## src/rtl/ddr3_status_pkg.sv

```systemverilog
// Purpose: shared types and constants for the DDR3 bring-up status monitor.
// Latency: n/a (declarations only).
// Backpressure: n/a (declarations only).
// Contents: bring-up state enum and bit positions within the 4-bit status word.
package ddr3_status_pkg;

    typedef enum logic [1:0] {
        WAIT_PLL = 2'd0,
        WAIT_CAL = 2'd1,
        READY    = 2'd2,
        FAULT    = 2'd3
    } ddr3_mon_state_t;

    localparam int STAT_INIT     = 0;
    localparam int STAT_CAL_OK   = 1;
    localparam int STAT_CAL_FAIL = 2;
    localparam int STAT_TIMEOUT  = 3;

endpackage

```

## src/rtl/status_sync_filter.sv

```systemverilog
// Purpose: synchronise one asynchronous flag and deglitch it with a stability counter.
// Latency: SYNC_STAGES + STABLE_CYCLES cycles from a held raw edge to d_filt.
// Backpressure: none; free-running, one sample per clock.
// Ports: clk_clk/reset_reset (sync, active-high), d_in raw async flag, d_filt filtered flag.
module status_sync_filter #(
    parameter int SYNC_STAGES   = 2,
    parameter int STABLE_CYCLES = 4
) (
    input  logic clk_clk,
    input  logic reset_reset,
    input  logic d_in,
    output logic d_filt
);

    localparam int CW = $clog2(STABLE_CYCLES + 1);
    // The counter value seen on the cycle that completes a stable run.
    localparam logic [CW-1:0] RUN_LAST = CW'(STABLE_CYCLES - 1);

    logic [SYNC_STAGES-1:0] sync_q;
    logic [CW-1:0]          run_cnt;
    logic                   sample;

    assign sample = sync_q[SYNC_STAGES-1];

    always_ff @(posedge clk_clk) begin
        if (reset_reset) begin
            sync_q  <= '0;
            run_cnt <= '0;
            d_filt  <= 1'b0;
        end else begin
            sync_q <= {sync_q[SYNC_STAGES-2:0], d_in};
            // Any sample agreeing with the current output breaks the run.
            if (sample == d_filt) begin
                run_cnt <= '0;
            end else if (run_cnt == RUN_LAST) begin
                d_filt  <= sample;
                run_cnt <= '0;
            end else begin
                run_cnt <= run_cnt + CW'(1);
            end
        end
    end

endmodule

```

## src/rtl/ddr3_status_monitor.sv

```systemverilog
// Purpose: supervise DDR3 EMIF bring-up and drive the 4-bit status PIO, ready and heartbeat LED.
// Latency: raw flag to state/ready/sticky = SYNC_STAGES + STABLE_CYCLES + 1 cycles; all outputs registered.
// Backpressure: none; clear_sticky is a one-cycle request honoured only in FAULT.
// Ports: clk_clk, reset_reset (sync, active-high); pll_locked_in, init_done_in, cal_success_in,
//        cal_fail_in (async EMIF flags); clear_sticky; status[3:0], state[1:0], ready, heartbeat.
module ddr3_status_monitor
    import ddr3_status_pkg::*;
#(
    parameter int SYNC_STAGES    = 2,
    parameter int STABLE_CYCLES  = 4,
    parameter int TIMEOUT_CYCLES = 1000000,
    parameter int HB_CYCLES      = 25000000
) (
    input  logic       clk_clk,
    input  logic       reset_reset,
    input  logic       pll_locked_in,
    input  logic       init_done_in,
    input  logic       cal_success_in,
    input  logic       cal_fail_in,
    input  logic       clear_sticky,
    output logic [3:0] status,
    output logic [1:0] state,
    output logic       ready,
    output logic       heartbeat
);

    localparam int TW = $clog2(TIMEOUT_CYCLES);
    localparam int HW = $clog2(HB_CYCLES);
    localparam logic [TW-1:0] TO_LAST = TW'(TIMEOUT_CYCLES - 1);
    localparam logic [HW-1:0] HB_LAST = HW'(HB_CYCLES - 1);

    logic pll_f, init_f, cal_ok_f, cal_fail_f;

    ddr3_mon_state_t st;
    logic [TW-1:0]   to_cnt;
    logic [HW-1:0]   hb_cnt;
    logic            cal_fail_stk;
    logic            timeout_stk;

    status_sync_filter #(.SYNC_STAGES(SYNC_STAGES), .STABLE_CYCLES(STABLE_CYCLES)) u_pll (
        .clk_clk(clk_clk), .reset_reset(reset_reset), .d_in(pll_locked_in), .d_filt(pll_f));
    status_sync_filter #(.SYNC_STAGES(SYNC_STAGES), .STABLE_CYCLES(STABLE_CYCLES)) u_init (
        .clk_clk(clk_clk), .reset_reset(reset_reset), .d_in(init_done_in), .d_filt(init_f));
    status_sync_filter #(.SYNC_STAGES(SYNC_STAGES), .STABLE_CYCLES(STABLE_CYCLES)) u_cal_ok (
        .clk_clk(clk_clk), .reset_reset(reset_reset), .d_in(cal_success_in), .d_filt(cal_ok_f));
    status_sync_filter #(.SYNC_STAGES(SYNC_STAGES), .STABLE_CYCLES(STABLE_CYCLES)) u_cal_fail (
        .clk_clk(clk_clk), .reset_reset(reset_reset), .d_in(cal_fail_in), .d_filt(cal_fail_f));

    always_ff @(posedge clk_clk) begin
        if (reset_reset) begin
            st           <= WAIT_PLL;
            ready        <= 1'b0;
            to_cnt       <= '0;
            hb_cnt       <= '0;
            heartbeat    <= 1'b0;
            cal_fail_stk <= 1'b0;
            timeout_stk  <= 1'b0;
        end else begin
            case (st)
                WAIT_PLL: begin
                    if (pll_f) begin
                        st     <= WAIT_CAL;
                        to_cnt <= '0;
                    end
                end
                WAIT_CAL: begin
                    // Row order is priority: a reported failure beats a simultaneous success.
                    if (cal_fail_f) begin
                        st           <= FAULT;
                        cal_fail_stk <= 1'b1;
                    end else if (!pll_f) begin
                        st <= WAIT_PLL;
                    end else if (init_f && cal_ok_f) begin
                        st     <= READY;
                        ready  <= 1'b1;
                        hb_cnt <= '0;
                    end else if (to_cnt == TO_LAST) begin
                        st          <= FAULT;
                        timeout_stk <= 1'b1;
                    end else begin
                        to_cnt <= to_cnt + TW'(1);
                    end
                end
                READY: begin
                    if (cal_fail_f || !pll_f || !cal_ok_f || !init_f) begin
                        // Lost lock/init/cal is a fault but leaves no sticky trace.
                        st           <= FAULT;
                        ready        <= 1'b0;
                        hb_cnt       <= '0;
                        heartbeat    <= 1'b0;
                        cal_fail_stk <= cal_fail_stk | cal_fail_f;
                    end else if (hb_cnt == HB_LAST) begin
                        hb_cnt    <= '0;
                        heartbeat <= ~heartbeat;
                    end else begin
                        hb_cnt <= hb_cnt + HW'(1);
                    end
                end
                FAULT: begin
                    // Clearing wins; a fault that persists is found again on the way back up.
                    if (clear_sticky) begin
                        st           <= WAIT_PLL;
                        cal_fail_stk <= 1'b0;
                        timeout_stk  <= 1'b0;
                        to_cnt       <= '0;
                        hb_cnt       <= '0;
                        heartbeat    <= 1'b0;
                    end
                end
            endcase
        end
    end

    assign state = st;

    always_comb begin
        status                = '0;
        status[STAT_INIT]     = init_f;
        status[STAT_CAL_OK]   = cal_ok_f;
        status[STAT_CAL_FAIL] = cal_fail_stk;
        status[STAT_TIMEOUT]  = timeout_stk;
    end

endmodule

```

## config.mk

```make
export PLATFORM = sky130hd
export DESIGN_NAME = ddr3_status_monitor
export DESIGN_NICKNAME = d
export VERILOG_FILES = /design/src/rtl/ddr3_status_pkg.sv /design/src/rtl/status_sync_filter.sv /design/src/rtl/ddr3_status_monitor.sv
export SDC_FILE = /design/constraint.sdc
export NUM_CORES = 1
export LEC_CHECK = 0
export ABC_AREA = 1
export CELL_PAD_IN_SITES_DETAIL_PLACEMENT = 0
export CELL_PAD_IN_SITES_GLOBAL_PLACEMENT = 1
export CORE_AREA = 2 2 92 102
export CTS_CLUSTER_SIZE = 8
export DETAILED_ROUTE_END_ITERATION = 6
export DIE_AREA = 0 0 94 104
export DONT_BUFFER_PORTS = 1
export PLACE_DENSITY_LB_ADDON = 0.1
export SYNTH_ARGS = -nofsm -noshare
export SYNTH_HDL_FRONTEND = slang
export SYNTH_HIERARCHICAL = 1
export SYNTH_SLANG_ARGS = --single-unit
```

## constraint.sdc

```tcl
create_clock -name clk_clk -period 2.53 [get_ports clk_clk]
set_input_delay 0.253 -clock clk_clk [delete_from_list [all_inputs] [get_ports clk_clk]]
set_output_delay 0.253 -clock clk_clk [all_outputs]
set_load 0.03 [all_outputs]
```

======== Yosys cells after proc, flatten, opt, wreduce, memory -nomap -nowiden ========
Index checks and enable logic that the tools add are counted.
storage, ports and cells
  bits in registers ....................... 75
  memories kept ........................... 0
  latch bits .............................. 0
  bits of input ports ..................... 7
  output and inout bits ................... 8
  memory bits (read-only) ................. 0
  bits in writable memories ............... 0
operators by class
  equality and inequality tests ........... 25
  $add $sub $neg .......................... 6
  reduce and logical (&&, ||, !) cells .... 28
  bitwise gates (word level) .............. 6
  order comparisons ....................... 0
  divide/modulo/power cells ............... 0
  shifts and indexed selects .............. 0
  multiplexer cells ....................... 39
  multiply operators ...................... 0
operators with widths
  kind                                           count
  2-to-1 mux 25 bit                              6
  2-to-1 mux 20 bit                              6
  one-hot mux 25 bit (3 select lines)            1
  one-hot mux 20 bit (3 select lines)            1
  adder 25 x 1 -> 25 bit, second input constant  1
  == test 25 bit, second input constant          1
  adder 20 x 1 -> 20 bit, second input constant  1
  == test 20 bit, second input constant          1
  2-to-1 mux 2 bit                               7
  != test 2 bit, second input constant           7
  2-to-1 mux 1 bit                               13
  adder 3 x 1 -> 3 bit, second input constant    4
  == test 3 x 2 -> 1 bit, second input constant  4
  OR reduction 3 bit                             4
  AND reduction 5 bit                            2
  one-hot mux 2 bit (4 select lines)             1
  AND reduction 2 bit                            4
  AND reduction 4 bit                            2
  AND reduction 7 bit                            1
  != test 2 x 1 -> 1 bit, second input constant  3
  one-hot mux 1 bit (2 select lines)             3
  AND reduction 6 bit                            1
  nonzero test 2 bit                             3
  nonzero test 3 bit                             2
  other kinds (13)                               25

======== Longest topological paths before layout ========
Gate-level depths: netlist (run 1).
  depth after elaboration ................. 6
  gate-level depth with buffers ........... 13
  gate-level depth less buffers ........... 11

======== By module ========
Netlist (run 1), hierarchy kept.
by module, submodules not included
  module               sequential area each (um^2)  area each (um^2)  instances  cells an instance
  ddr3_status_monitor  1,021.0                      3,359.5           1          519
  status_sync_filter   120.1                        226.5             4          27

======== Worst setup path after synthesis (run 1) ========
No wires, ideal clock.
  kind .................................... register to register
  from .................................... register with a tool-made name
  to ...................................... register hb_cnt[13]
  cell stages (with the launch flop) ...... 12
  period minus slack after synthesis ...... 1.918 ns
  arrival time ............................ 1.800 ns
  setup slack ............................. 0.612 ns
  data required time ...................... 2.412 ns
  path through ............................ dfxtp_1 > inv_1 > ha_1 > buf_6 > nand2_1 > nand2_2 > inv_4 > nand3_2 > nor2_4 > nand2_1 > nor3_1 > nor2_1
RTL lines
  what                  RTL line                   RTL
  to (signal assigned)  ddr3_status_monitor.sv:96  hb_cnt <= hb_cnt + HW'(1);
  to (decl)             ddr3_status_monitor.sv:36  logic [HW-1:0] hb_cnt;

======== Worst setup path in the final report (run 1) ========
  from .................................... register st[0] (netlist: state[0])
  to ...................................... register to_cnt[18]
on the way
  cells in the longest elaborated chain, start to end .. 3
  elaborated cells on any way between the ends .. 12
  those cells by class .................... eq/ne (8); mux (1); reduce/logical (3)
RTL lines
  what                                                    RTL line                   RTL
  from (decl)                                             ddr3_status_monitor.sv:34  ddr3_mon_state_t st;
  from (signal assigned)                                  ddr3_status_monitor.sv:51  st <= WAIT_PLL;
  from (signal assigned)                                  ddr3_status_monitor.sv:62  st <= WAIT_CAL;
  from (signal assigned)                                  ddr3_status_monitor.sv:69  st <= FAULT;
  == test 2 x 1 -> 1 bit (tied with other cells)          ddr3_status_monitor.sv:59  case (st)
  != test 2 bit (no source line) (tied with other cells)  n/a
  AND reduction 7 bit (no source line)                    n/a
  to (signal assigned)                                    ddr3_status_monitor.sv:81  to_cnt <= to_cnt + TW'(1);
  to (decl)                                               ddr3_status_monitor.sv:35  logic [TW-1:0] to_cnt;
Several ways; a longest one is shown, not always the timed one.
A chain may end at the register's enable or synchronous reset.

==> run summary, run 1 <==
Mapped Avg Cell Area: 6.803 µm²
Drt wl/cell: 12.00 µm
Chip Height: 104 µm
Initial antenna violation count: 0
Cell count after synthesis: 627
Slew Viols, Final: 0
Maximum clock rate: 505.0 MHz
RSZ-0062 raised after global routing: false
Fin area: 4556 µm²
TritonCTS Buffers: 9
Placed cell count: 731
Via count: 3657
Share of async-settable or async-resettable flops after synthesis: 0%
Critical path fanouts, max: 19
Clock power share: 34.8%
H-tree depth: 3
WL final: 8985 µm
Port Buffers: 0
Seq pwr share: 44.2%
Compound-Gate Fraction of Synth Area: 3.931%
Total Die Area: 9776 µm²
Ranking of synthesized cells by area: dfxtp_1 (35%), nand2_1 (11%), nor2_1 (11%)
GPL Wtd Cong: 0.8538
Synth Register Bits: 75
Clock-pin transition on the worst setup and hold timing paths: 0.08 ns
Post-route antenna net violation count: 0
Final period util: 78.27%
Initial Util: 48.56%
Worst setup path category: reg -> reg
Total Power: 0.002939 W
Vias in the first global route: 3473
CTS tree: yes
Post-Route Skew: 0.01095 ns
Total global-route track usage: 19.58%
Int Pwr: 0.001953 W
Synth Area in XOR/XNOR: 3.491%
Final setup vio count: 0
Syn nets: 648
Die W: 94 µm
Min Tclk post-route: 1.980 ns
Detailed Place HPWL: 6727 µm
First-pass GRT wire length: 15620 µm
VDD IR max: 0.5627 mV
Worst hold path type: in -> reg
Fraction of layout instances using a drive strength above 1: 9.764%
Worst Tran Pin Value: 0.8472 ns
Core Rows: 36
Grt total ovfl: 0
Area growth, synth to finish: 6.806%
Synth Area in Simple Gates: 41.30%
Sw Share: 33.53%
Reg-to-reg critical path startpoint: state[0]
Synth Warn #: 6
Post-cts resize count: 0
Final Hold Fails: 0
Outcome: completed
Main combinational cell family by area after synthesis: simple AND/OR/NAND/NOR gates
CP startpoint: state[0]
Main synth FF type: dfxtp_1
Largest net degree at the start of global routing: 24
CP arrival: 2.25 ns
Initial DRC count: 135
Antenna diode instance count: 0
Distinct cells, synth: 39
Hold_ws: 0.01595 ns
Most frequent cell after synthesis: nand2_1
Clk root buf: clkbuf_8
Synthesized-area fraction occupied by adder cells: 4.107%
PD cells: 645.0 nW/µm²
Drt pass-1 iters: 4
Post-synthesis mux area share: 0.2347%
Post-synth top cells: nand2_1 (127), nor2_1 (125), inv_1 (93)
Worst Setup End Kind: flop
Vias/cell: 4.883
Post-route DRC: 0
Placed inst area: 4320 µm²
Core Area: 8783 µm²
Clock Path Buffers: 2
Nets: 651
Total negative setup slack: 0 ns
Worst-skew pair later-pin latency: 0.34 ns
Hold path start: cal_success_in
CP Launch Type: flop
Max Cap Violations: 0
Leakage: 1.920 nW
Ports: 15
Setup Buffers After CTS: 0
Clock sink count: 75
Sequential area share after synthesis: 35.20%
Cell Area, Synth: 4265 µm²
Final non-filler cell total: 749
Portion of total power attributed to combinational logic: 21.0%
Psw: 0.0009852 W
Share of the synthesized area in the top cell type: 35.20%
Crit path required time: 2.80 ns
Synth area leader: dfxtp_1
Post-synth EDFFs: 0
Max-slew headroom: 43.33%
==> state kept, by name, summed over array words and instances, names as in the netlist, 2 cells and up, named ones only <==
signal and flops:
hb_cnt 25, to_cnt 20, u_cal_fail/run_cnt 3, u_cal_fail/sync_q 2
u_cal_ok/run_cnt 3, u_cal_ok/sync_q 2, u_init/run_cnt 3, u_init/sync_q 2
u_pll/run_cnt 3, u_pll/sync_q 2
==> path summary, 6_finish.rpt <==
path,slack (ns),cells after the start,endpoint
setup / recovery,0.55,8,to_cnt[18]
hold / removal,0.02,2,u_cal_ok/sync_q[0]
setup reg to reg,0.55,8,to_cnt[18]
hold reg to reg,0.40,2,u_init/sync_q[1]
==> critical path: stages (launching register included) <==
cell and delay, ns:
dfxtp_1 0.45, inv_1 0.10, ha_1 0.31, nand2_1 0.08
nand3_2 0.11, nor2_4 0.39, buf_4 0.22, nand4_1 0.11
a21oi_2 0.15
==> metrics by stage <==
step	setup slack, ns	util [%]
2_1_floorplan	0.6123	-
3_3_place_gp	0.6160	49.19
3_5_place_dp	0.5533	49.19
4_1_cts	0.5342	51.87
5_1_grt	0.3204	51.87
6_report	0.5497	51.87
==> area by class of cell <==
| class | count | area [µm²] |
|---|---|---|
| Sequential cell | 75 | 1501 |
| Fill cell | 915 | 4228 |
| Timing Repair Buffer | 6 | 50.05 |
| Inverter | 100 | 382.9 |
| Clock buffer | 9 | 123.9 |
| Clock inverter | 7 | 91.34 |
| Tap cell | 114 | 142.6 |
| Multi-Input combinational cell | 438 | 2263 |
==> cell families (layout without fill, tap and decap cells) <==
kind of cell	after synthesis	after routing
AO/OA/AOI/OAI	29	29
XOR/XNOR	17	17
adder cells (fa/ha/maj)	14	14
buffers and inverters	114	122
flip-flops	75	75
multiplexers	1	1
AND/OR/NAND/NOR	377	377
==> what timing repair did <==
action	in CTS	in global routing
endpoints found under the setup margin	0	0
endpoints found under the hold margin	20	0
hold buffers	2	0
==> power by group through the flow <==
stage	clock [W]	sequential [W]	combinational (W)
final	0.00102	0.00130	0.000616
after detailed placement	0	0.00133	0.000610
after CTS	0.00105	0.00130	0.000619
after global routing	0.00111	0.00130	0.000694
after global placement	0	0.00133	0.000603
after floorplan	0	0.00132	0.000532
==> layer usage <==
metal / global-route usage, % / vias to the layer above / routed length (µm)
met1: 25.05 / 1637 / 4320
met5: 0 / - / 0
met2: 33.42 / 38 / 4322
met3: 3.478 / 9 / 245
met4: 5.694 / 0 / 97
li1: - / 1973 / -
==> cell usage in the layout (no fill, tap or decap), types with 2 or more instances in the layout <==
master           n
nor3_1          15
nand2_4          3
nand3b_1         2
nand3_1         52
a21o_1           2
nand3_2          8
xor2_1          13
nor2_4           5
clkinv_2         3
inv_2            4
dfxtp_1         75
xnor2_1          4
nand4_1         22
nor2_1         125
buf_4            4
ha_1            14
a21oi_1         13
clkbuf_8         9
inv_1           93
bufinv_16        2
dlygate4sd3_1    2
inv_6            2
nand2_1        127
o21ai_0          7
nor2_2           8
nand2_2          6
No activity file was read; power rests on OpenSTA's default activity.
==> run 2: changes to the inputs <==
--- a/config.mk
+++ b/config.mk
@@ -8,10 +8,10 @@
 export ABC_AREA = 1
 export CELL_PAD_IN_SITES_DETAIL_PLACEMENT = 0
 export CELL_PAD_IN_SITES_GLOBAL_PLACEMENT = 1
-export CORE_AREA = 2 2 92 102
+export CORE_AREA = 2 2 95 106
 export CTS_CLUSTER_SIZE = 8
 export DETAILED_ROUTE_END_ITERATION = 6
-export DIE_AREA = 0 0 94 104
+export DIE_AREA = 0 0 97 108
 export DONT_BUFFER_PORTS = 1
 export PLACE_DENSITY_LB_ADDON = 0.1
 export SYNTH_ARGS = -nofsm -noshare
==> constraint.sdc (replaced) <==
create_clock -name clk_clk -period 1.85 [get_ports clk_clk]
set_input_delay 0.185 -clock clk_clk [delete_from_list [all_inputs] [get_ports clk_clk]]
set_output_delay 0.185 -clock clk_clk [all_outputs]
set_load 0.03 [all_outputs]
==> run 2 against run 1 <==
Fmax grew 16%. First-iteration DRC count shrank 2.2%. Core utilization fell by 0.30 points. Design area up 5.3%. Critical path type unchanged.
==> run summary, run 2 (same netlist as run 1, synthesis figures left out) <==
Max Cap Violations: 0
CTS tree: yes
TritonCTS Buffers: 9
Detailed Place HPWL: 6657 µm
Total Die Area: 10480 µm²
Worst Tran Pin Value: 1.008 ns
Antenna diode instance count: 0
CP Launch Type: flop
Largest net degree at the start of global routing: 25
Commonest non-fill, non-tap cell in the layout: nand2_1
Dpl ws: -0.01418 ns
Total global-route track usage: 18.54%
Die W: 97 µm
Core Rows: 37
Post-route DRC: 0
Critical path's slowest cell: dfxtp_4
Largest register FFs: 25
Fraction of layout instances using a drive strength above 1: 13.44%
CP cell instances: buf_4 -> ha_4 -> inv_2 -> nor2_4 -> nor2_8 -> nand2_8 -> inv_6 -> nand3_1 -> xor2_1 -> nor2_1
Worst-skew pair later-pin latency: 0.36 ns
Outcome: completed
Worst hold endpoint: heartbeat
Initial Util: 45.84%
Clock Path Buffers: 2
Initial antenna violation count: 0
Worst R2R Setup Slack: 0.14 ns
Worst setup path category: reg -> reg
Hold Path Stages: 3
Drt pass-1 iters: 4
Nets: 671
Post-Route Skew: 0.01428 ns
Clk root buf: clkbuf_8
CP arrival: 1.96 ns
GPL Wtd Cong: 0.8284
Critical path fanouts, max: 19
Core Area: 9305 µm²
WL final: 9164 µm
Crit path required time: 2.10 ns
Most frequent cells in the layout: nand2_1 (127), nor2_1 (124), inv_1 (93)
Total negative setup slack: 0 ns
R2R Path End: hb_cnt[19]
Clock sink count: 75
Vias/cell: 4.842
Max-slew headroom: 32.79%
RSZ-0062 raised after global routing: false
Final period util: 92.36%
Placed inst area: 4422 µm²
Chip Height: 108 µm
Slack of the critical path: 0.1414 ns
PD cells: 873.5 nW/µm²
Largest register by flop count: hb_cnt
Largest registers: hb_cnt: 25 flops, to_cnt: 20 flops
Port Buffers: 0
Leakage: 2.048 nW
Reg-to-reg critical path startpoint: state[0]
Worst reg-to-reg path cell count: 10
Final Hold Fails: 0
Min Tclk post-route: 1.709 ns
Slew Viols, Final: 0
Grt total ovfl: 0
Max stage delay on crit path: 0.37 ns
Worst hold path type: in -> reg
Worst Setup End Kind: flop
Ports: 15
H-tree depth: 3
Maximum clock rate: 585.3 MHz
Initial DRC count: 132
Vias in the first global route: 3491
Fin area: 4798 µm²
Clock-pin transition on the worst setup and hold timing paths: 0.09 ns
First-pass GRT wire length: 15790 µm
Hold path start: reset_reset
VDD IR max: 0.5940 mV
Drt wl/cell: 11.87 µm
Post-route antenna net violation count: 0
Area growth, synth to finish: 12.50%
Via count: 3738
Final setup vio count: 0
[run 2: per-stage QoR]
step                      hold WS (ns)  total power [W]  instances  utilization (%)
after floorplan                 0.2562         0.002533        627                -
after global placement          0.2555         0.002713        745            47.52
after detailed placement        0.2550         0.002725        745            47.52
after CTS                      0.07242         0.004147        768            50.60
after global routing            0.1492         0.004448        772            51.57
final                           0.1275         0.004191        772            51.57
[run 2: per-layer routing]
layer  track usage (%)  routed length [µm]  vias to the layer above
met5                 0                   0                        -
met4             7.445                 151                        0
met3             4.266                 306                       10
met2             30.80                4126                       49
met1             23.45                4578                     1667
li1                  -                   -                     2012
[run 2: worst max-delay path by stage]
stage                            from                  to  slack [ns]  cells past startpoint
after floorplan                  flop          hb_cnt[13]        0.08                     11
after global placement       state[0]          hb_cnt[13]        0.03                     10
after detailed placement         flop          hb_cnt[13]       -0.01                     10
after CTS                 reset_reset  u_cal_ok/sync_q[0]        0.01                      3
after global routing        to_cnt[0]          to_cnt[13]      0.0005                      9
final                        state[0]          hb_cnt[19]        0.14                     10
[run 2: critical path: cells and delay by family (launching register included)]
| family | cells | cell delay (ns) |
|---|---|---|
| and+or+nand+nor | 5 | 0.50 |
| buffers and inverters | 3 | 0.41 |
| DFF | 1 | 0.37 |
| xor gates and xnor gates | 1 | 0.16 |
| adders and majority gates | 1 | 0.17 |
[run 2: cell type report]
| class | instances | area [µm²] |
|---|---|---|
| clock inverter | 7 | 95.09 |
| fill | 937 | 4507 |
| timing repair buffer | 26 | 226.5 |
| tap | 117 | 146.4 |
| inverter | 100 | 382.9 |
| multi-input combinational | 438 | 2316 |
| sequential | 75 | 1508 |
| clock buffer | 9 | 123.9 |
[run 2: repair_timing]
item                                    4_1_cts  5_1_grt
endpoints found under the hold margin        32        0
pin swaps                                     1        1
resized for setup                             1       13
endpoints found under the setup margin        8       41
setup buffers                                 2        4
hold buffers                                  5        0
[run 2: power by group]
| group | switching [W] | internal (W) |
|---|---|---|
| clock network | 0.000730 | 0.000663 |
| registers | 0.0000933 | 0.00168 |
| logic | 0.000660 | 0.000361 |
